## config.mk

```make
export PLATFORM = sky130hd
export DESIGN_NAME = vram_arbiter
export DESIGN_NICKNAME = d
export VERILOG_FILES = /design/src/rtl/vram_arbiter.sv
export SDC_FILE = /design/constraint.sdc
export NUM_CORES = 1
export LEC_CHECK = 0
export ABC_AREA = 0
export CAP_MARGIN = 20
export CORE_MARGIN = 8
export CORE_UTILIZATION = 48
export DETAILED_ROUTE_END_ITERATION = 6
export PLACE_DENSITY_LB_ADDON = 0.05
export REMOVE_ABC_BUFFERS = 1
export SLEW_MARGIN = 20
export SYNTH_ARGS = -nofsm -noshare
export SYNTH_HDL_FRONTEND = slang
export SYNTH_SLANG_ARGS = --single-unit
```

## constraint.sdc

```tcl
create_clock -name pixClk -period 2.35 [get_ports pixClk]
set_clock_uncertainty 0.15 [all_clocks]
set_input_delay 0.3525 -clock pixClk [delete_from_list [all_inputs] [get_ports pixClk]]
set_output_delay 0.3525 -clock pixClk [all_outputs]
set_load 0.01 [all_outputs]
```

## src/rtl/vram_arbiter.sv

```systemverilog
// vram_arbiter: slot scheduler for the single VRAM port.
// Video reads take a fixed slot in every 8-pixel cell while fetchEn is high.
// Snooped CPU writes wait in a small FIFO and are issued in the free slots.
// This block is the only driver of the VRAM strobes, address and data.
//
// Ports
//   pixClk, reset            pixel clock, synchronous active-high reset
//   seq, fetchEn             cell position (hCount[2:0]), fetch window
//   vidAddr, vidBufSel       video fetch address and displayed buffer
//   vidData, vidDataValid    fetched byte, one-cycle update pulse
//   wrReq/Addr/Data/BufSel   CPU write request (one cycle)
//   wrFull, wrOverflow       FIFO full, sticky dropped-request flag
//   vramAddr/DataOut/DataOE  VRAM address and write data bus
//   vramDataIn               VRAM read data
//   nvramOE/WE/CE0/CE1       active-low VRAM strobes
//
// state       | meaning
// ------------+----------------------------------------------
// S_IDLE      | bus parked, all strobes high
// S_RD1       | video read, OE low, first cycle
// S_RD2       | video read, OE low, data sampled at exit edge
// S_WR_SETUP  | write address/data driven, WE high
// S_WR_STROBE | WE low for one full cycle
// S_WR_HOLD   | address/data held, WE high; FIFO pops at exit

module vram_arbiter #(
   parameter int RD_SLOT    = 0,
   parameter int FIFO_DEPTH = 4
) (
   input  logic        pixClk,
   input  logic        reset,
   input  logic [2:0]  seq,
   input  logic        fetchEn,
   input  logic [14:0] vidAddr,
   input  logic        vidBufSel,
   output logic [7:0]  vidData,
   output logic        vidDataValid,
   input  logic        wrReq,
   input  logic [14:0] wrAddr,
   input  logic [7:0]  wrData,
   input  logic        wrBufSel,
   output logic        wrFull,
   output logic        wrOverflow,
   output logic [14:0] vramAddr,
   output logic [7:0]  vramDataOut,
   output logic        vramDataOE,
   input  logic [7:0]  vramDataIn,
   output logic        nvramOE,
   output logic        nvramWE,
   output logic        nvramCE0,
   output logic        nvramCE1
);

   localparam int              PW      = (FIFO_DEPTH > 1) ? $clog2(FIFO_DEPTH) : 1;
   localparam int              CW      = PW + 1;
   localparam logic [2:0]      SLOT    = 3'(RD_SLOT);
   localparam logic [CW-1:0]   DEPTH_C = CW'(FIFO_DEPTH);

   typedef enum logic [2:0] {
      S_IDLE, S_RD1, S_RD2, S_WR_SETUP, S_WR_STROBE, S_WR_HOLD
   } state_t;

   state_t        r_state;
   state_t        w_state_nxt;

   logic [23:0]   r_mem [FIFO_DEPTH];
   logic [PW-1:0] r_wr_ptr;
   logic [PW-1:0] r_rd_ptr;
   logic [CW-1:0] r_count;
   logic [CW-1:0] w_count_nxt;
   logic          w_push;
   logic          w_pop;
   logic [23:0]   w_head;

   logic [14:0]   r_rd_addr;
   logic          r_rd_sel;
   logic [14:0]   w_rd_addr;
   logic          w_rd_sel;
   logic [2:0]    w_slot_dist;
   logic          w_rd_go;
   logic          w_wr_blocked;

   logic          r_full;
   logic          r_ovf;
   logic [7:0]    r_vid_data;
   logic          r_vid_valid;
   logic [14:0]   r_addr;
   logic [7:0]    r_dout;
   logic          r_doe;
   logic          r_oe_n;
   logic          r_we_n;
   logic          r_ce0_n;
   logic          r_ce1_n;

   // Push is judged on the registered count, so a full FIFO drops the
   // request even when a pop happens in the same cycle.
   assign w_push = wrReq && (r_count != DEPTH_C);
   assign w_pop  = (r_state == S_WR_HOLD);
   assign w_head = r_mem[r_rd_ptr];

   // A write takes 4 cycles; starting it within two cycles before the read
   // slot would collide with the read launch, so those slots are refused.
   assign w_slot_dist  = SLOT - seq;
   assign w_rd_go      = fetchEn && (seq == SLOT);
   assign w_wr_blocked = fetchEn && (w_slot_dist <= 3'd2);

   always_comb begin
      w_state_nxt = r_state;
      case (r_state)
         S_IDLE: begin
            if (w_rd_go)
               w_state_nxt = S_RD1;
            else if ((r_count != '0) && !w_wr_blocked)
               w_state_nxt = S_WR_SETUP;
            else
               w_state_nxt = S_IDLE;
         end
         S_RD1:       w_state_nxt = S_RD2;
         S_RD2:       w_state_nxt = S_IDLE;
         S_WR_SETUP:  w_state_nxt = S_WR_STROBE;
         S_WR_STROBE: w_state_nxt = S_WR_HOLD;
         S_WR_HOLD:   w_state_nxt = w_rd_go ? S_RD1 : S_IDLE;
         default:     w_state_nxt = S_IDLE;
      endcase
   end

   always_comb begin
      w_count_nxt = r_count;
      if (w_push && !w_pop)
         w_count_nxt = r_count + CW'(1);
      else if (!w_push && w_pop)
         w_count_nxt = r_count - CW'(1);
   end

   // Entering RD1 the address comes straight from the timing generator;
   // in RD2 it comes from the copy captured on the way into RD1.
   assign w_rd_addr = (w_state_nxt == S_RD1) ? vidAddr   : r_rd_addr;
   assign w_rd_sel  = (w_state_nxt == S_RD1) ? vidBufSel : r_rd_sel;

   always_ff @(posedge pixClk) begin
      if (w_push)
         r_mem[r_wr_ptr] <= {wrBufSel, wrAddr, wrData};
   end

   always_ff @(posedge pixClk) begin
      if (reset) begin
         r_state     <= S_IDLE;
         r_wr_ptr    <= '0;
         r_rd_ptr    <= '0;
         r_count     <= '0;
         r_full      <= 1'b0;
         r_ovf       <= 1'b0;
         r_vid_data  <= 8'h00;
         r_vid_valid <= 1'b0;
         r_rd_addr   <= '0;
         r_rd_sel    <= 1'b0;
         r_addr      <= '0;
         r_dout      <= 8'h00;
         r_doe       <= 1'b0;
         r_oe_n      <= 1'b1;
         r_we_n      <= 1'b1;
         r_ce0_n     <= 1'b1;
         r_ce1_n     <= 1'b1;
      end else begin
         r_state <= w_state_nxt;
         if (w_push)
            r_wr_ptr <= r_wr_ptr + PW'(1);
         if (w_pop)
            r_rd_ptr <= r_rd_ptr + PW'(1);
         r_count <= w_count_nxt;
         r_full  <= (w_count_nxt == DEPTH_C);
         if (wrReq && !w_push)
            r_ovf <= 1'b1;

         r_vid_valid <= (r_state == S_RD2);
         if (r_state == S_RD2)
            r_vid_data <= vramDataIn;
         if (w_state_nxt == S_RD1) begin
            r_rd_addr <= vidAddr;
            r_rd_sel  <= vidBufSel;
         end

         // Strobes are registered from the next state so they change
         // cleanly on the edge that enters each state.
         case (w_state_nxt)
            S_RD1, S_RD2: begin
               r_addr  <= w_rd_addr;
               r_dout  <= 8'h00;
               r_doe   <= 1'b0;
               r_oe_n  <= 1'b0;
               r_we_n  <= 1'b1;
               r_ce0_n <= w_rd_sel;
               r_ce1_n <= ~w_rd_sel;
            end
            S_WR_SETUP, S_WR_STROBE, S_WR_HOLD: begin
               r_addr  <= w_head[22:8];
               r_dout  <= w_head[7:0];
               r_doe   <= 1'b1;
               r_oe_n  <= 1'b1;
               r_we_n  <= (w_state_nxt != S_WR_STROBE);
               r_ce0_n <= w_head[23];
               r_ce1_n <= ~w_head[23];
            end
            default: begin
               r_addr  <= '0;
               r_dout  <= 8'h00;
               r_doe   <= 1'b0;
               r_oe_n  <= 1'b1;
               r_we_n  <= 1'b1;
               r_ce0_n <= 1'b1;
               r_ce1_n <= 1'b1;
            end
         endcase
      end
   end

   assign vidData      = r_vid_data;
   assign vidDataValid = r_vid_valid;
   assign wrFull       = r_full;
   assign wrOverflow   = r_ovf;
   assign vramAddr     = r_addr;
   assign vramDataOut  = r_dout;
   assign vramDataOE   = r_doe;
   assign nvramOE      = r_oe_n;
   assign nvramWE      = r_we_n;
   assign nvramCE0     = r_ce0_n;
   assign nvramCE1     = r_ce1_n;

endmodule

```

# Word level (Yosys, flattened, before mapping)
# Memories as Yosys holds them, arrays and structs flattened. A register that Yosys moved wholly into a read port is not among the register bits.
# Index checks and enable logic that the tools add are counted.
[totals]
register_bits = 65
inputBits = 55
out_inout_bits = 39
n_memories = 1
word_cells = 73
mem_bits_rw = 96
[classes]
muxes = 17
n_bitwise = 3
n_lt_le_gt_ge = 1
add_sub_neg = 5
eq_ne = 13
reduce_logical = 16
[memory_table]
columns = ["name", "depth", "word_bits", "read_ports", "rd_clocked_by_memory_dff", "write_ports", "line", "text"]
rows = [
  ["r_mem", 4, 24, 1, 1, 1, "66", "logic [23:0] r_mem [FIFO_DEPTH];"],
]
[ops]
columns = ["operator", "n"]
rows = [
  ["one-hot mux 15 bit (2 select lines)", 1],
  ["== test 3 bit, second input constant", 5],
  ["two-way mux 15 bit", 1],
  ["one-hot mux 3 bit (5 select lines)", 1],
  ["== test 3 x 2 -> 1 bit, second input constant", 4],
  ["two-way mux 2 bit", 4],
  ["logical AND 1 bit", 7],
  ["== test 3 x 1 -> 1 bit, second input constant", 2],
  ["logical NOT 3 bit", 2],
  ["two-way mux 1 bit", 6],
  ["two-way mux 3 bit", 2],
  ["inequality test 3 bit, second input constant", 2],
  ["adder 2 x 1 -> 2 bit, second input constant", 2],
  ["one-hot mux 1 bit (2 select lines)", 2],
  ["OR reduction 2 bit", 2],
  ["adder 3 x 1 -> 3 bit, second input constant", 1],
  ["less-or-equal comparator 3 x 2 -> 1 bit, second input constant", 1],
  ["logical NOT 1 bit", 3],
  ["NOT 1 bit", 3],
  ["nonzero test 3 bit", 1],
  ["OR reduction 3 bit", 1],
  ["subtractor 1 x 3 -> 3 bit, first input constant", 1],
  ["subtractor 3 x 1 -> 3 bit, second input constant", 1],
]

# Logic depth before layout (Yosys ltp)
# Gate-level depths: netlist (run 1).
[depth]
depth_word = 12
ltp_mapped = 9

# Worst setup path before layout (run 1)
# No wires, ideal clock.
[synth_path]
path_kind = "register to register"
startpoint = "register r_count[0]"
endpoint = "memory r_mem[1][0] (enable)"
n_path_buf = 0
t_required_ps = 1817
setup_ps = 383
period_less_slack_ps = 2297
slack_ps = 53
t_arrival_ps = 1764
stages_incl_launch_ff = 5
path_cell_list = "dfxtp_1 > inv_1 > ha_1 > a21boi_1 > and2_1"
[synth_between]
elab_chain_cells = 4
[synth_rtl]
columns = ["item", "line", "text"]
rows = [
  ["start, declared", "69", "logic [CW-1:0] r_count;"],
  ["start signal, assigned", "170", "r_count <= w_count_nxt;"],
  ["inequality test 3 bit", "97", "assign w_push = wrReq && (r_count != DEPTH_C);"],
  ["logical AND 1 bit", "97", ""],
  ["two-way mux 1 bit", "141", "if (w_push)"],
  ["two-way mux 1 bit (implied by the code)", "142", "r_mem[r_wr_ptr] <= {wrBufSel, wrAddr, wrData};"],
  ["end, declared", "66", ""],
]
# No other way between the ends.

# Final worst setup path (run 1)
[layout_path]
startpoint = "input port seq[0]"
endpoint = "register r_addr[7], in the netlist vramAddr[7]"
[layout_between]
elab_chain_cells = 11
word_cells_on_any_way = 20
cone_classes = "1 x add/sub; 1 x order compare; 5 x eq/ne; 6 x mux; 7 x reduce/logical"
[layout_rtl]
columns = ["item", "line", "text"]
rows = [
  ["start, declared", "32", "input logic [2:0] seq,"],
  ["subtractor 1 x 3 -> 3 bit", "103", "assign w_slot_dist = SLOT - seq;"],
  ["less-or-equal comparator 3 x 2 -> 1 bit", "105", "assign w_wr_blocked = fetchEn && (w_slot_dist <= 3'd2);"],
  ["logical AND 1 bit", "105", ""],
  ["logical NOT 1 bit", "113", "else if ((r_count != '0) && !w_wr_blocked)"],
  ["logical AND 1 bit", "113", ""],
  ["two-way mux 2 bit", "113", ""],
  ["two-way mux 2 bit", "111", "if (w_rd_go)"],
  ["one-hot mux 3 bit (5 select lines) (*)", "109", "case (r_state)"],
  ["== test 3 x 2 -> 1 bit (tied with other cells)", "185", "case (w_state_nxt)"],
  ["OR reduction 3 bit (tied with other cells)", "185", ""],
  ["one-hot mux 15 bit (2 select lines) (*)", "185", ""],
  ["end signal, assigned", "187", "r_addr <= w_rd_addr;"],
  ["end signal, assigned", "196", "r_addr <= w_head[22:8];"],
  ["end, declared", "87", "logic [14:0] r_addr;"],
]
# Every way passes the cells marked *; elsewhere a longest branch is shown, timed or not.
# A chain may end at the register's enable or synchronous reset.

==> impl_results.html, run 1 <==
<table>
<tr><th>Metric</th><th>Value</th></tr>
<tr><th colspan="2">STA</th></tr>
<tr><td>RSZ-0062 raised after global routing</td><td>no</td></tr>
<tr><td>Transition time at the pin with the least slew margin</td><td>roughly 0.43 ns</td></tr>
<tr><td>Final Hold Slack</td><td>approximately 0.32 ns</td></tr>
<tr><td>Final setup vio count</td><td>0</td></tr>
<tr><td>Fmax</td><td>0.4811 GHz</td></tr>
<tr><td>Tcrit/Tclk final</td><td>88.45%</td></tr>
<tr><td>Number of max-slew violations in the final report</td><td>0</td></tr>
<tr><td>Worst rel slew slack</td><td>71.52%</td></tr>
<tr><td>Final Hold Viols</td><td>0</td></tr>
<tr><td>Crit path time final</td><td>2.079 ns</td></tr>
<tr><th colspan="2">Placement</th></tr>
<tr><td>Global placement routability congestion</td><td>0.7484</td></tr>
<tr><td>Port-buffer cells</td><td>93</td></tr>
<tr><td>Number of cells in the design after placement</td><td>650</td></tr>
<tr><td>Detail Placement HPWL</td><td>a little under 8 mm</td></tr>
<tr><td>Placed Area</td><td>7367 um2</td></tr>
<tr><th colspan="2">Yosys</th></tr>
<tr><td>Async set-reset flop share out of synthesis</td><td>0%</td></tr>
<tr><td>Synthesized netlist cell count</td><td>about 390</td></tr>
<tr><td>Most instantiated flip-flop cell in the synthesis netlist</td><td>sky130_fd_sc_hd__edfxtp_1</td></tr>
<tr><td>Count of yosys warnings during synthesis</td><td>0</td></tr>
<tr><td>Mapped Avg Cell Area</td><td>15.86 um2</td></tr>
<tr><td>FF+latch count, synth</td><td>between 150 and 200</td></tr>
<tr><td>Distinct cells, synth</td><td>53</td></tr>
<tr><td>Post-Syn Area</td><td>approximately 6100 um2</td></tr>
<tr><td>Area share of the largest cell type after synthesis</td><td>47.09%</td></tr>
<tr><td>Register area share after synthesis</td><td>between 60% and 70%</td></tr>
<tr><td>Biggest area contributors in the synthesized netlist</td><td>sky130_fd_sc_hd__edfxtp_1, sky130_fd_sc_hd__dfxtp_1, sky130_fd_sc_hd__mux4_2</td></tr>
<tr><td>Cell type with the largest total area after synthesis</td><td>sky130_fd_sc_hd__edfxtp_1</td></tr>
<tr><td>Number of synthesized flops with an enable pin</td><td>96</td></tr>
<tr><th colspan="2">Cells and area</th></tr>
<tr><td>Util after Layout</td><td>63.88%</td></tr>
<tr><td>Number of nets in the finished design</td><td>between 500 and 600</td></tr>
<tr><td>Diode insertion count for antenna repair</td><td>0</td></tr>
<tr><td>Final cell count without fillers</td><td>682</td></tr>
<tr><td>Final Instance Area</td><td>7996 um2</td></tr>
<tr><td>Synthesis-to-finish area growth</td><td>30.62%</td></tr>
<tr><td>Proportion of layout cells with a drive suffix above 1</td><td>16.08%</td></tr>
<tr><th colspan="2">Global route</th></tr>
<tr><td>Total gr overflow</td><td>0</td></tr>
<tr><td>Largest net degree at the start of global routing</td><td>28</td></tr>
<tr><td>First-pass GRT wire length</td><td>18.53 mm</td></tr>
<tr><td>Number of global-route vias before repair</td><td>between 3000 and 4000</td></tr>
<tr><td>Initial antenna violation count</td><td>0</td></tr>
<tr><td>Total routing usage reported by global routing</td><td>14.79%</td></tr>
<tr><th colspan="2">Hold path</th></tr>
<tr><td>Hold crit path type</td><td>reg -&gt; reg</td></tr>
<tr><th colspan="2">Floorplanning</th></tr>
<tr><td>I/O pin count</td><td>between 90 and 100</td></tr>
<tr><td>Starting density of the core</td><td>between 40% and 50%</td></tr>
<tr><td>Placeable core region</td><td>12520 um2</td></tr>
<tr><td>Overall die width</td><td>128.9 um</td></tr>
<tr><td>Die boundary height</td><td>128.9 um</td></tr>
<tr><td>Row count</td><td>41</td></tr>
<tr><td>Die outline area</td><td>16620 um2</td></tr>
<tr><th colspan="2">Worst setup path</th></tr>
<tr><td>Arrival time of data at the critical path endpoint</td><td>2.22 ns</td></tr>
<tr><td>Worst Path Max Fanout</td><td>5</td></tr>
<tr><td>Required time reported for the critical path endpoint</td><td>2.49 ns</td></tr>
<tr><td>Category of the worst setup path capture point</td><td>flip-flop</td></tr>
<tr><td>Sort of element at the start of the critical path</td><td>input port</td></tr>
<tr><td>Worst setup path class</td><td>in -&gt; reg</td></tr>
<tr><th colspan="2">CTS</th></tr>
<tr><td>Clock Path Buffers</td><td>2</td></tr>
<tr><td>Clock input transition at the sequential cells of the worst setup and hold paths</td><td>0.06 ns</td></tr>
<tr><td>Sink Count</td><td>between 150 and 200</td></tr>
<tr><td>Setup Buffers After CTS</td><td>0</td></tr>
<tr><td>Clock tree from TritonCTS</td><td>done</td></tr>
<tr><td>Count of H-tree levels built during CTS</td><td>4</td></tr>
<tr><td>Clk Latency, worst-skew pair</td><td>0.41 ns</td></tr>
<tr><td>Number of resized instances in the post-cts repair step</td><td>0</td></tr>
<tr><td>Clock buffers created by TritonCTS</td><td>17</td></tr>
<tr><td>Hold buffer count at CTS</td><td>0</td></tr>
<tr><td>Cell at the root of the clock tree</td><td>sky130_fd_sc_hd__clkbuf_16</td></tr>
<tr><th colspan="2">Routing</th></tr>
<tr><td>Number of DRC markers after the initial detailed-route iteration</td><td>~190</td></tr>
<tr><td>Routed wire per std cell</td><td>about 17 um</td></tr>
<tr><td>Number of detailed-routing iterations run before antenna repair</td><td>4</td></tr>
<tr><td>Drt total wl</td><td>11.70 mm</td></tr>
<tr><td>Post-route ant nets</td><td>0</td></tr>
<tr><td>Post-route DRC violation count</td><td>0</td></tr>
<tr><td>Via total after detailed routing</td><td>3404</td></tr>
<tr><td>Vias per Instance</td><td>4.991</td></tr>
<tr><th colspan="2">Pwr</th></tr>
<tr><td>Combinational fraction of design power</td><td>12.1%</td></tr>
<tr><td>Clock power share</td><td>41.0%</td></tr>
<tr><td>Peak ir drop on the vdd network</td><td>0.5978 mV</td></tr>
<tr><td>Total power per unit cell area</td><td>882.4 nW/um2</td></tr>
<tr><td>Fraction of power spent switching nets</td><td>21.39%</td></tr>
<tr><td>Switching component of the power</td><td>0.001509 W</td></tr>
<tr><td>Sequential power share</td><td>46.9%</td></tr>
<tr><td>Int Pwr</td><td>0.005547 W</td></tr>
<tr><td>Leakage power of the design</td><td>2.813 nW</td></tr>
<tr><th colspan="2">Run status</th></tr>
<tr><td>Result of the run</td><td>complete, no violations</td></tr>
<tr><th colspan="2">Flow run</th></tr>
<tr><td># Max-Cap Violations</td><td>0</td></tr>
</table>
==> cells in the mapped netlist, types with 2 or more instances <==
| library cell | n |
|---|---|
| sky130_fd_sc_hd__a2111oi_0 | 2 |
| sky130_fd_sc_hd__a211oi_1 | 2 |
| sky130_fd_sc_hd__a21oi_1 | 2 |
| sky130_fd_sc_hd__and2_1 | 7 |
| sky130_fd_sc_hd__and3_1 | 3 |
| sky130_fd_sc_hd__buf_2 | 9 |
| sky130_fd_sc_hd__buf_4 | 2 |
| sky130_fd_sc_hd__buf_6 | 3 |
| sky130_fd_sc_hd__clkbuf_1 | 4 |
| sky130_fd_sc_hd__dfxtp_1 | 67 |
| sky130_fd_sc_hd__edfxtp_1 | 96 |
| sky130_fd_sc_hd__ha_1 | 10 |
| sky130_fd_sc_hd__inv_1 | 24 |
| sky130_fd_sc_hd__mux2i_1 | 24 |
| sky130_fd_sc_hd__mux4_2 | 24 |
| sky130_fd_sc_hd__nand2_1 | 6 |
| sky130_fd_sc_hd__nand2b_1 | 2 |
| sky130_fd_sc_hd__nand3b_1 | 2 |
| sky130_fd_sc_hd__nor2_1 | 34 |
| sky130_fd_sc_hd__nor2b_1 | 10 |
| sky130_fd_sc_hd__o21ai_0 | 3 |
| sky130_fd_sc_hd__o21bai_1 | 2 |
| sky130_fd_sc_hd__o22ai_1 | 14 |
| sky130_fd_sc_hd__or2_1 | 2 |
| sky130_fd_sc_hd__xnor2_1 | 4 |
==> power groups by stage <==
stage,Combinational (W),Sequential (W),Clock [W]
after detailed placement,0.000867,0.00337,0
after floorplan,0.000367,0.00339,0
after global routing,0.000934,0.00333,0.00308
after CTS,0.000871,0.00331,0.00295
after global placement,0.000855,0.00336,0
final,0.000854,0.00331,0.00289
==> registers in the layout, indices dropped and copies added, names as in the netlist, 2 cells and up, named ones only <==
register	count
vidData	8
r_rd_addr	15
r_wr_ptr	2
r_rd_ptr	2
r_mem	96
r_count	3
r_state	3
vramDataOut	8
vramAddr	15
==> logic make-up after synthesis <==
family                     synth area share (%)
AOI/OAI and AO/OA                         4.905
xor gates and xnor gates                 0.7153
adders and majority gates                 2.044
buffers and inverters                     3.699
DFF                                       69.00
muxes                                     12.94
and+or+nand+nor                           6.703
==> final timing paths <==
kind	start	to	slack (ns)	depth (start not counted)
worst max register to register	r_count[0]	r_mem[3][14]	0.44	6
worst min register to register	wrOverflow	wrOverflow	0.32	2
worst min-delay path	wrOverflow	wrOverflow	0.32	2
worst max-delay path	seq[0]	vramAddr[7]	0.27	9
==> metrics by stage <==
| stage | setup WS, ns | setup TNS (ns) | total power (W) |
|---|---|---|---|
| 6_report | 0.2714 | 0 | 0.007056 |
| 3_3_place_gp | -0.07011 | -1.355 | 0.004216 |
| 2_1_floorplan | -0.04216 | -0.04284 | 0.003762 |
| 5_1_grt | 0.1135 | 0 | 0.007340 |
| 3_5_place_dp | -0.1086 | -2.441 | 0.004236 |
| 4_1_cts | 0.2945 | 0 | 0.007128 |
==> metal layers <==
layer / share of wire, % / vias to the layer above / global-route usage [%]
met5: 0 / - / 0
met4: 1.5 / 0 / 6.427
met3: 5.3 / 17 / 4.427
met2: 47 / 93 / 23.58
met1: 46 / 1651 / 18.33
li1: - / 1643 / -
==> layout make-up <==
| class | count | area [um2] |
|---|---|---|
| clock inverter | 9 | 151.4 |
| tap | 172 | 215.2 |
| timing repair buffer | 112 | 1161 |
| sequential | 163 | 4225 |
| inverter | 25 | 93.84 |
| fill | 984 | 4521 |
| clock buffer | 23 | 478.0 |
| multi-input combinational | 178 | 1672 |
==> worst max-delay path, cell delays in order <==
cell	delay [ns]
sky130_fd_sc_hd__clkdlybuf4s50_1	0.40
sky130_fd_sc_hd__inv_1	0.08
sky130_fd_sc_hd__ha_1	0.15
sky130_fd_sc_hd__ha_1	0.15
sky130_fd_sc_hd__nand2_1	0.16
sky130_fd_sc_hd__nor4_4	0.33
sky130_fd_sc_hd__buf_4	0.24
sky130_fd_sc_hd__mux2i_1	0.25
sky130_fd_sc_hd__o22ai_1	0.11
==> cell usage in the layout, fill, tap and decap left out, types with 12 or more instances in the layout <==
| master | Yosys | routed |
|---|---|---|
| sky130_fd_sc_hd__buf_4 | 2 | 12 |
| sky130_fd_sc_hd__mux4_2 | 24 | 24 |
| sky130_fd_sc_hd__o22ai_1 | 14 | 14 |
| sky130_fd_sc_hd__nor2_1 | 34 | 34 |
| sky130_fd_sc_hd__clkbuf_16 | 0 | 17 |
| sky130_fd_sc_hd__inv_1 | 24 | 24 |
| sky130_fd_sc_hd__clkdlybuf4s50_1 | 0 | 93 |
| sky130_fd_sc_hd__dfxtp_1 | 67 | 66 |
| sky130_fd_sc_hd__edfxtp_1 | 96 | 96 |
| sky130_fd_sc_hd__mux2i_1 | 24 | 24 |
Power figures use the tool's default switching activity.
==> inputs of run 2 (changes only) <==
--- a/config.mk
+++ b/config.mk
@@ -7,7 +7,6 @@
 export LEC_CHECK = 0
 export ABC_AREA = 0
 export CAP_MARGIN = 20
-export CORE_MARGIN = 8
 export CORE_UTILIZATION = 48
 export DETAILED_ROUTE_END_ITERATION = 6
 export PLACE_DENSITY_LB_ADDON = 0.05
==> run 2 against run 1 <==
Flip-flop and latch count stayed put. Global-route usage is 3.7 points higher. Largest power group unchanged. Via count is 1.3% higher. Worst setup slack better by 0.018 ns. Critical endpoint is now r_state[0]. Critical path depth stayed put. Sequential share of layout area hardly changed. Routed wire length is 4.1% lower. Sequential power hardly changed. Critical path type unchanged. Largest cell class unchanged. Count of clock-buffer cells in the layout is 4 lower.
==> impl_results.html, run 2 (same netlist as run 1, synthesis figures left out) <==
<table>
<tr><th>Metric</th><th>Value</th></tr>
<tr><th colspan="2">Run status</th></tr>
<tr><td>Result of the run</td><td>complete, no violations</td></tr>
<tr><th colspan="2">STA</th></tr>
<tr><td>Final setup vio count</td><td>0 (unchanged)</td></tr>
<tr><td>Final Hold Viols</td><td>0 (unchanged)</td></tr>
<tr><td>Final Hold Slack</td><td>0.3170 ns (+0.0005280 ns)</td></tr>
<tr><td>Summed negative setup slack over all endpoints</td><td>0 ns (unchanged)</td></tr>
<tr><td>Tcrit/Tclk final</td><td>87.69% (-0.76 points)</td></tr>
<tr><td>RSZ-0062 raised after global routing</td><td>no</td></tr>
<tr><td>Transition time at the pin with the least slew margin</td><td>0.4548 ns (+0.02825 ns)</td></tr>
<tr><td>Worst rel slew slack</td><td>69.64% (-1.9 points)</td></tr>
<tr><td>Crit path time final</td><td>2.061 ns (-0.01796 ns)</td></tr>
<tr><td>Minimum setup slack in the final design</td><td>0.2894 ns (+0.01796 ns)</td></tr>
<tr><td>Number of max-slew violations in the final report</td><td>0 (unchanged)</td></tr>
<tr><td>Fmax</td><td>0.4853 GHz (+0.87%)</td></tr>
<tr><th colspan="2">Pwr</th></tr>
<tr><td>Sequential power share</td><td>47.9% (+1.0 points)</td></tr>
<tr><td>Clock power share</td><td>39.6% (-1.4 points)</td></tr>
<tr><td>Fraction of power spent switching nets</td><td>22.34% (+0.96 points)</td></tr>
<tr><td>Total power per unit cell area</td><td>863.4 nW/um2 (-2.2%)</td></tr>
<tr><td>Int Pwr</td><td>0.005360 W (-3.4%)</td></tr>
<tr><td>Leakage power of the design</td><td>2.797 nW (-0.57%)</td></tr>
<tr><td>Combinational fraction of design power</td><td>12.4% (+0.3 points)</td></tr>
<tr><td>Switching component of the power</td><td>0.001542 W (+2.2%)</td></tr>
<tr><td>Peak ir drop on the vdd network</td><td>0.7121 mV (+19%)</td></tr>
<tr><td>Total power after layout</td><td>0.006903 W (-2.2%)</td></tr>
<tr><th colspan="2">Global route</th></tr>
<tr><td>Initial antenna violation count</td><td>0 (unchanged)</td></tr>
<tr><td>Total routing usage reported by global routing</td><td>18.49% (+3.7 points)</td></tr>
<tr><td>GRT busiest layer</td><td>met2</td></tr>
<tr><td>First-pass GRT wire length</td><td>17.58 mm (-5.1%)</td></tr>
<tr><td>Largest net degree at the start of global routing</td><td>28 (unchanged)</td></tr>
<tr><td>Total gr overflow</td><td>0 (unchanged)</td></tr>
<tr><td>GR met2 Demand/Resource</td><td>29.00% (+5.4 points)</td></tr>
<tr><td>Number of global-route vias before repair</td><td>3409 (-4.0%)</td></tr>
<tr><td>GR Util met3</td><td>6.642% (+2.2 points)</td></tr>
<tr><td>Global routing met1 resource utilization</td><td>23.67% (+5.3 points)</td></tr>
<tr><th colspan="2">Routing</th></tr>
<tr><td>Number of DRC markers after the initial detailed-route iteration</td><td>255 (+31%)</td></tr>
<tr><td>Post-route DRC violation count</td><td>0 (unchanged)</td></tr>
<tr><td>Drt total wl</td><td>11.23 mm (-4.1%)</td></tr>
<tr><td>Routed wire per std cell</td><td>16.51 um (-3.8%)</td></tr>
<tr><td>Number of detailed-routing iterations run before antenna repair</td><td>4 (unchanged)</td></tr>
<tr><td>Vias per Instance</td><td>5.072 (+1.6%)</td></tr>
<tr><td>Via total after detailed routing</td><td>3449 (+1.3%)</td></tr>
<tr><td>Post-route ant nets</td><td>0 (unchanged)</td></tr>
<tr><th colspan="2">CTS</th></tr>
<tr><td>Count of H-tree levels built during CTS</td><td>4 (unchanged)</td></tr>
<tr><td>Clock Path Buffers</td><td>2 (unchanged)</td></tr>
<tr><td>Clock input transition at the sequential cells of the worst setup and hold paths</td><td>0.06 ns (about the same)</td></tr>
<tr><td>Hold buffer count at CTS</td><td>0 (unchanged)</td></tr>
<tr><td>Sink Count</td><td>163 (unchanged)</td></tr>
<tr><td>Setup Buffers After CTS</td><td>0 (unchanged)</td></tr>
<tr><td>Cell at the root of the clock tree</td><td>sky130_fd_sc_hd__clkbuf_16</td></tr>
<tr><td>Number of resized instances in the post-cts repair step</td><td>0 (unchanged)</td></tr>
<tr><td>Clock buffers created by TritonCTS</td><td>17 (unchanged)</td></tr>
<tr><td>Clock tree from TritonCTS</td><td>done</td></tr>
<tr><td>Clk Latency, worst-skew pair</td><td>0.42 ns (about the same)</td></tr>
<tr><th colspan="2">Floorplanning</th></tr>
<tr><td>Overall die width</td><td>114.9 um (-11%)</td></tr>
<tr><td>Placeable core region</td><td>12210 um2 (-2.4%)</td></tr>
<tr><td>Die outline area</td><td>13210 um2 (-21%)</td></tr>
<tr><td>Starting density of the core</td><td>50.13% (+1.2 points)</td></tr>
<tr><td>Row count</td><td>40 (-2.4%)</td></tr>
<tr><td>Die boundary height</td><td>114.9 um (-11%)</td></tr>
<tr><td>I/O pin count</td><td>94 (unchanged)</td></tr>
<tr><th colspan="2">Cells and area</th></tr>
<tr><td>Register ranked first by flip-flop count</td><td>r_mem</td></tr>
<tr><td>Proportion of layout cells with a drive suffix above 1</td><td>16.41% (+0.33 points)</td></tr>
<tr><td>Synthesis-to-finish area growth</td><td>30.59% (about the same)</td></tr>
<tr><td>Number of flip-flops under the largest register name</td><td>96 (unchanged)</td></tr>
<tr><td>Number of nets in the finished design</td><td>564 (+0.36%)</td></tr>
<tr><td>Diode insertion count for antenna repair</td><td>0 (unchanged)</td></tr>
<tr><td>Most common library cell in the layout ignoring fill and taps</td><td>sky130_fd_sc_hd__edfxtp_1</td></tr>
<tr><td>Commonest non-fill, non-tap cells in the layout</td><td>sky130_fd_sc_hd__edfxtp_1, sky130_fd_sc_hd__clkdlybuf4s50_1, sky130_fd_sc_hd__dfxtp_1, sky130_fd_sc_hd__nor2_1</td></tr>
<tr><th colspan="2">Flow run</th></tr>
<tr><td># Max-Cap Violations</td><td>0 (unchanged)</td></tr>
<tr><th colspan="2">Placement</th></tr>
<tr><td>Detail Placement HPWL</td><td>7.462 mm (-3.6%)</td></tr>
<tr><td>Port-buffer cells</td><td>93 (unchanged)</td></tr>
<tr><td>Global placement routability congestion</td><td>0.7279 (-2.7%)</td></tr>
<tr><td>Setup slack at placement</td><td>-0.1242 ns (-0.01566 ns)</td></tr>
<tr><th colspan="2">Worst setup path</th></tr>
<tr><td>Sort of element at the start of the critical path</td><td>input port</td></tr>
<tr><td>Category of the worst setup path capture point</td><td>flip-flop</td></tr>
<tr><td>Required time reported for the critical path endpoint</td><td>2.49 ns (about the same)</td></tr>
<tr><td>Worst setup path class</td><td>in -&gt; reg</td></tr>
<tr><td>Arrival time of data at the critical path endpoint</td><td>2.20 ns (-0.02 ns)</td></tr>
<tr><td>Worst Path Max Fanout</td><td>2 (-3)</td></tr>
<tr><th colspan="2">Hold path</th></tr>
<tr><td>Hold crit path type</td><td>reg -&gt; reg</td></tr>
</table>
[run 2: final timing paths]
check	start	endpoint	slack, ns	cells past startpoint
worst max-delay path	seq[0]	r_state[0]	0.29	9
worst min-delay path	wrOverflow	wrOverflow	0.32	2
worst max register to register	r_count[0]	r_mem[1][21]	0.31	5
worst min register to register	wrOverflow	wrOverflow	0.32	2
[run 2: routing by layer]
metal / share of wire, % / wire (um)
met5: 0 / 0
met2: 48 / 5378
met1: 44 / 4976
met4: 1.3 / 150
met3: 6.4 / 720
[run 2: power by group through the flow]
stage               Sequential, W  Combinational, W  Clock [W]
CTS                       0.00331          0.000869    0.00281
floorplan                 0.00339          0.000367          0
global route              0.00332          0.000937    0.00292
detailed placement        0.00337          0.000865          0
finish                    0.00331          0.000857    0.00274
global placement          0.00336          0.000848          0
[run 2: cell type report]
cell class	count	area [um2]
fillers	968	4217
inverters	25	93.84
well taps	168	210.2
repair buffers	114	1201
clock buffers	19	432.9
multi-input cells	178	1672
clock inverters	13	160.2
flip-flops and latches	163	4225
[run 2: critical path, cell delays in order]
cell and delay, ns:
sky130_fd_sc_hd__clkdlybuf4s50_1 0.45, sky130_fd_sc_hd__inv_1 0.05, sky130_fd_sc_hd__ha_1 0.19, sky130_fd_sc_hd__ha_1 0.27
sky130_fd_sc_hd__nor2b_1 0.07, sky130_fd_sc_hd__buf_4 0.14, sky130_fd_sc_hd__a21oi_1 0.17, sky130_fd_sc_hd__o21bai_1 0.08
sky130_fd_sc_hd__a2111oi_0 0.42
[run 2: through the flow]
| stage | instance area, um2 | std cells | utilization, % |
|---|---|---|---|
| 2_1_floorplan | 5989 | 366 | - |
| 3_3_place_gp | 7402 | 648 | 60.61 |
| 3_5_place_dp | 7402 | 648 | 60.61 |
| 4_1_cts | 7995 | 680 | 65.47 |
| 5_1_grt | 7995 | 680 | 65.47 |
| 6_report | 7995 | 680 | 65.47 |
==> inputs of run 3 (changes only) <==
--- a/config.mk
+++ b/config.mk
@@ -5,13 +5,14 @@
 export SDC_FILE = /design/constraint.sdc
 export NUM_CORES = 1
 export LEC_CHECK = 0
-export ABC_AREA = 0
+export ABC_AREA = 1
 export CAP_MARGIN = 20
 export CORE_UTILIZATION = 48
 export DETAILED_ROUTE_END_ITERATION = 6
+export HOLD_SLACK_MARGIN = 0.05
 export PLACE_DENSITY_LB_ADDON = 0.05
 export REMOVE_ABC_BUFFERS = 1
-export SLEW_MARGIN = 20
+export SLEW_MARGIN = 30
 export SYNTH_ARGS = -nofsm -noshare
 export SYNTH_HDL_FRONTEND = slang
 export SYNTH_SLANG_ARGS = --single-unit
==> run 3 against run 2 <==
Sequential share of layout area is 0.24 points lower. Non-clock buffer count grew 2. Largest power group unchanged. Synthesized cell count rose by 50%.
==> impl_results.html, run 3 <==
<table>
<tr><th>Metric</th><th>Value</th></tr>
<tr><th colspan="2">Worst setup path</th></tr>
<tr><td>Sort of element at the start of the critical path</td><td>input port</td></tr>
<tr><td>Arrival time of data at the critical path endpoint</td><td>2.34 ns (+0.14 ns)</td></tr>
<tr><td>Number of cell instances on the worst register-to-register path</td><td>11 (+6)</td></tr>
<tr><td>Internal reg-to-reg setup slack</td><td>0.33 ns (+0.02 ns)</td></tr>
<tr><td>Category of the worst setup path capture point</td><td>flip-flop</td></tr>
<tr><td>Worst setup path class</td><td>in -&gt; reg</td></tr>
<tr><td>Required time reported for the critical path endpoint</td><td>2.52 ns (+0.03 ns)</td></tr>
<tr><td>Endpoint of the most critical register-to-register path</td><td>wrFull</td></tr>
<tr><td>Worst Path Max Fanout</td><td>7 (+5)</td></tr>
<tr><td>Critical R2R Launch</td><td>r_count[0]</td></tr>
<tr><th colspan="2">Cells and area</th></tr>
<tr><td>Proportion of layout cells with a drive suffix above 1</td><td>11.25% (-5.2 points)</td></tr>
<tr><td>Diode insertion count for antenna repair</td><td>0 (unchanged)</td></tr>
<tr><td>Commonest non-fill, non-tap cells in the layout</td><td>sky130_fd_sc_hd__edfxtp_1, sky130_fd_sc_hd__clkdlybuf4s50_1, sky130_fd_sc_hd__nand2_1, sky130_fd_sc_hd__nor2_1, sky130_fd_sc_hd__dfxtp_1</td></tr>
<tr><td>Multi-input combinational cell area</td><td>1697 um2 (+1.5%)</td></tr>
<tr><td>Register ranked first by flip-flop count</td><td>r_mem</td></tr>
<tr><td>Synthesis-to-finish area growth</td><td>29.93%</td></tr>
<tr><td>Most common library cell in the layout ignoring fill and taps</td><td>sky130_fd_sc_hd__edfxtp_1</td></tr>
<tr><td>Number of nets in the finished design</td><td>754 (+34%)</td></tr>
<tr><td>Number of flip-flops under the largest register name</td><td>96 (unchanged)</td></tr>
<tr><td>FF/Latch Area</td><td>4224 um2 (about the same)</td></tr>
<tr><td>Final-layout fill cell count</td><td>1020 (+5.4%)</td></tr>
<tr><td>Final cell count without fillers</td><td>874 (+29%)</td></tr>
<tr><th colspan="2">Placement</th></tr>
<tr><td>Detail Placement HPWL</td><td>7.914 mm (+6.1%)</td></tr>
<tr><td>Port-buffer cells</td><td>93 (unchanged)</td></tr>
<tr><td>Number of cells in the design after placement</td><td>839 (+29%)</td></tr>
<tr><td>Global placement routability congestion</td><td>0.7749 (+6.5%)</td></tr>
<tr><th colspan="2">Floorplanning</th></tr>
<tr><td>Starting density of the core</td><td>49.17% (-0.96 points)</td></tr>
<tr><td>Placeable core region</td><td>12570 um2 (+2.9%)</td></tr>
<tr><td>Row count</td><td>41 (+2.5%)</td></tr>
<tr><td>Die outline area</td><td>13330 um2 (+0.92%)</td></tr>
<tr><td>Overall die width</td><td>115.5 um (+0.46%)</td></tr>
<tr><td>I/O pin count</td><td>94 (unchanged)</td></tr>
<tr><td>Die boundary height</td><td>115.5 um (+0.46%)</td></tr>
<tr><th colspan="2">CTS</th></tr>
<tr><td>Clock tree from TritonCTS</td><td>done</td></tr>
<tr><td>Count of H-tree levels built during CTS</td><td>4 (unchanged)</td></tr>
<tr><td>Clk Latency, worst-skew pair</td><td>0.42 ns (about the same)</td></tr>
<tr><td>Sink Count</td><td>163 (unchanged)</td></tr>
<tr><td>Clock Path Buffers</td><td>2 (unchanged)</td></tr>
<tr><td>Clock buffers created by TritonCTS</td><td>17 (unchanged)</td></tr>
<tr><td>Clock input transition at the sequential cells of the worst setup and hold paths</td><td>0.06 ns (about the same)</td></tr>
<tr><td>Cell at the root of the clock tree</td><td>sky130_fd_sc_hd__clkbuf_16</td></tr>
<tr><th colspan="2">Global route</th></tr>
<tr><td>Largest net degree at the start of global routing</td><td>49 (+75%)</td></tr>
<tr><td>Total gr overflow</td><td>0 (unchanged)</td></tr>
<tr><td>Number of global-route vias before repair</td><td>3994 (+17%)</td></tr>
<tr><td>Total routing usage reported by global routing</td><td>19.95% (+1.5 points)</td></tr>
<tr><td>First-pass GRT wire length</td><td>19.62 mm (+12%)</td></tr>
<tr><td>Initial antenna violation count</td><td>0 (unchanged)</td></tr>
<tr><th colspan="2">Yosys</th></tr>
<tr><td>Synthesized netlist cell count</td><td>578 (+50%)</td></tr>
<tr><td>Register area share after synthesis</td><td>68.35% (-0.64 points)</td></tr>
<tr><td>Count leader, synth</td><td>sky130_fd_sc_hd__edfxtp_1</td></tr>
<tr><td>Area share of the largest cell type after synthesis</td><td>46.65% (-0.44 points)</td></tr>
<tr><td>FF+latch count, synth</td><td>163 (unchanged)</td></tr>
<tr><td>Async set-reset flop share out of synthesis</td><td>0% (unchanged)</td></tr>
<tr><td>Mapped Avg Cell Area</td><td>10.69 um2 (-33%)</td></tr>
<tr><td>Count of yosys warnings during synthesis</td><td>0 (unchanged)</td></tr>
<tr><td>Number of synthesized flops with an enable pin</td><td>96 (unchanged)</td></tr>
<tr><td>Post-Syn Area</td><td>6180 um2 (+0.94%)</td></tr>
<tr><td>Biggest area contributors in the synthesized netlist</td><td>sky130_fd_sc_hd__edfxtp_1, sky130_fd_sc_hd__dfxtp_1, sky130_fd_sc_hd__nand2_1</td></tr>
<tr><td>Most instantiated cells after synthesis</td><td>sky130_fd_sc_hd__edfxtp_1, sky130_fd_sc_hd__nand2_1, sky130_fd_sc_hd__nor2_1</td></tr>
<tr><td>Cell type with the largest total area after synthesis</td><td>sky130_fd_sc_hd__edfxtp_1</td></tr>
<tr><td>Distinct cells, synth</td><td>24 (-55%)</td></tr>
<tr><td>Most instantiated flip-flop cell in the synthesis netlist</td><td>sky130_fd_sc_hd__edfxtp_1</td></tr>
<tr><th colspan="2">STA</th></tr>
<tr><td>Summed negative setup slack over all endpoints</td><td>0 ns (unchanged)</td></tr>
<tr><td>Final setup vio count</td><td>0 (unchanged)</td></tr>
<tr><td>Fmax</td><td>0.4592 GHz (-5.4%)</td></tr>
<tr><td>RSZ-0062 raised after global routing</td><td>no</td></tr>
<tr><td>Transition time at the pin with the least slew margin</td><td>0.5403 ns (+0.08552 ns)</td></tr>
<tr><td>Tcrit/Tclk final</td><td>92.68% (+5.0 points)</td></tr>
<tr><td>Final Hold Viols</td><td>0 (unchanged)</td></tr>
<tr><td>Worst rel slew slack</td><td>63.94% (-5.7 points)</td></tr>
<tr><td>Number of max-slew violations in the final report</td><td>0 (unchanged)</td></tr>
<tr><td>Crit path time final</td><td>2.178 ns (+0.1173 ns)</td></tr>
<tr><th colspan="2">Routing</th></tr>
<tr><td>Number of DRC markers after the initial detailed-route iteration</td><td>306 (+20%)</td></tr>
<tr><td>Drt total wl</td><td>12.55 mm (+12%)</td></tr>
<tr><td>Vias per Instance</td><td>4.918 (-3.0%)</td></tr>
<tr><td>Post-route ant nets</td><td>0 (unchanged)</td></tr>
<tr><td>Via total after detailed routing</td><td>4298 (+25%)</td></tr>
<tr><td>Routed wire per std cell</td><td>14.36 um (-13%)</td></tr>
<tr><td>Post-route DRC violation count</td><td>0 (unchanged)</td></tr>
<tr><td>Number of detailed-routing iterations run before antenna repair</td><td>4 (unchanged)</td></tr>
<tr><th colspan="2">Hold path</th></tr>
<tr><td>Instance count along the most critical hold path</td><td>2 (unchanged)</td></tr>
<tr><td>Worst hold path startpoint</td><td>vidData[1]</td></tr>
<tr><td>Worst min-delay path endpoint</td><td>vidData[1]</td></tr>
<tr><td>Hold crit path type</td><td>reg -&gt; reg</td></tr>
<tr><th colspan="2">Pwr</th></tr>
<tr><td>Leakage power of the design</td><td>3.081 nW (+10%)</td></tr>
<tr><td>Total power per unit cell area</td><td>1015 nW/um2 (+18%)</td></tr>
<tr><td>Peak ir drop on the vdd network</td><td>0.5558 mV (-22%)</td></tr>
<tr><th colspan="2">Run status</th></tr>
<tr><td>Result of the run</td><td>complete, no violations</td></tr>
<tr><th colspan="2">Flow run</th></tr>
<tr><td># Max-Cap Violations</td><td>0 (unchanged)</td></tr>
</table>
run 3: cell families (layout without fill, tap and decap cells):
kind of cell / count (synthesis) / count (layout) / share of synthesized area, %
compound gates: 122 / 122 / 10.41
flops: 163 / 163 / 68.35
simple gates: 217 / 217 / 14.68
buf+inv: 65 / 189 / 4.394
fa+ha+maj: 10 / 10 / 2.025
xor+xnor: 1 / 1 / 0.1418
run 3: worst max-delay path by stage:
stage | startpoint | endpoint | cells past startpoint
after CTS | seq[0] | nvramCE1 | 13
after global routing | seq[0] | vramAddr[8] | 15
final | seq[0] | vramAddr[14] | 16
after floorplan | flip-flop | nvramCE0 | 6
after detailed placement | seq[0] | nvramCE1 | 13
after global placement | seq[1] | nvramCE1 | 13
run 3: worst max-delay path, cell delays in order:
cell,delay (ns)
sky130_fd_sc_hd__clkdlybuf4s50_1,0.46
sky130_fd_sc_hd__inv_1,0.06
sky130_fd_sc_hd__ha_1,0.20
sky130_fd_sc_hd__ha_1,0.27
sky130_fd_sc_hd__nor2_1,0.04
sky130_fd_sc_hd__nand2_1,0.09
sky130_fd_sc_hd__nand2_1,0.06
sky130_fd_sc_hd__nand2_1,0.07
sky130_fd_sc_hd__nand2_2,0.09
sky130_fd_sc_hd__nor2_4,0.15
sky130_fd_sc_hd__nand2_4,0.11
sky130_fd_sc_hd__buf_4,0.18
sky130_fd_sc_hd__nand2_1,0.07
sky130_fd_sc_hd__nand2_1,0.05
sky130_fd_sc_hd__nand2_1,0.05
sky130_fd_sc_hd__nand2_1,0.04
run 3: timing repair:
| item | CTS | global route |
|---|---|---|
| gates resized for setup | 0 | 2 |
| buffers inserted | 0 | 3 |
| hold buffers | 0 | 0 |
| setup endpoints to repair | 0 | 28 |
run 3: per-stage QoR:
step | instance area (um2) | hold slack [ns] | power, W | util [%] | setup WS, ns
floorplan | 6062 | 0.2716 | 0.004655 | - | -0.2484
global route | 8029 | 0.3167 | 0.008574 | 63.88 | 0.008285
finish | 8029 | 0.2931 | 0.008150 | 63.88 | 0.1721
CTS | 7988 | 0.2954 | 0.008145 | 63.55 | 0.1056
global placement | 7443 | 0.2822 | 0.005586 | 59.22 | -0.2200
detailed placement | 7443 | 0.2885 | 0.005639 | 59.22 | -0.3424
run 3: layer usage:
metal | track usage, % | wire [um]
met1 | 25.61 | 5946
met2 | 31.98 | 5826
met3 | 6.172 | 644
met4 | 7.359 | 132
met5 | 0 | 0
run 3: final cells by class:
class                           instances  share of cell area (%)
Multi-Input combinational cell        350                   21.13
Inverter                               41                   1.917
Sequential cell                       163                   52.61
Tap cell                              172                   2.680
Clock buffer                           18                   5.470
Timing Repair Buffer                  116                   14.88
Clock inverter                         14                   1.309
run 3: power by group:
group	internal, W	switching (W)
registers	0.00342	0.000142
clock network	0.00139	0.00111
logic	0.000969	0.00113
total	0.00577	0.00238
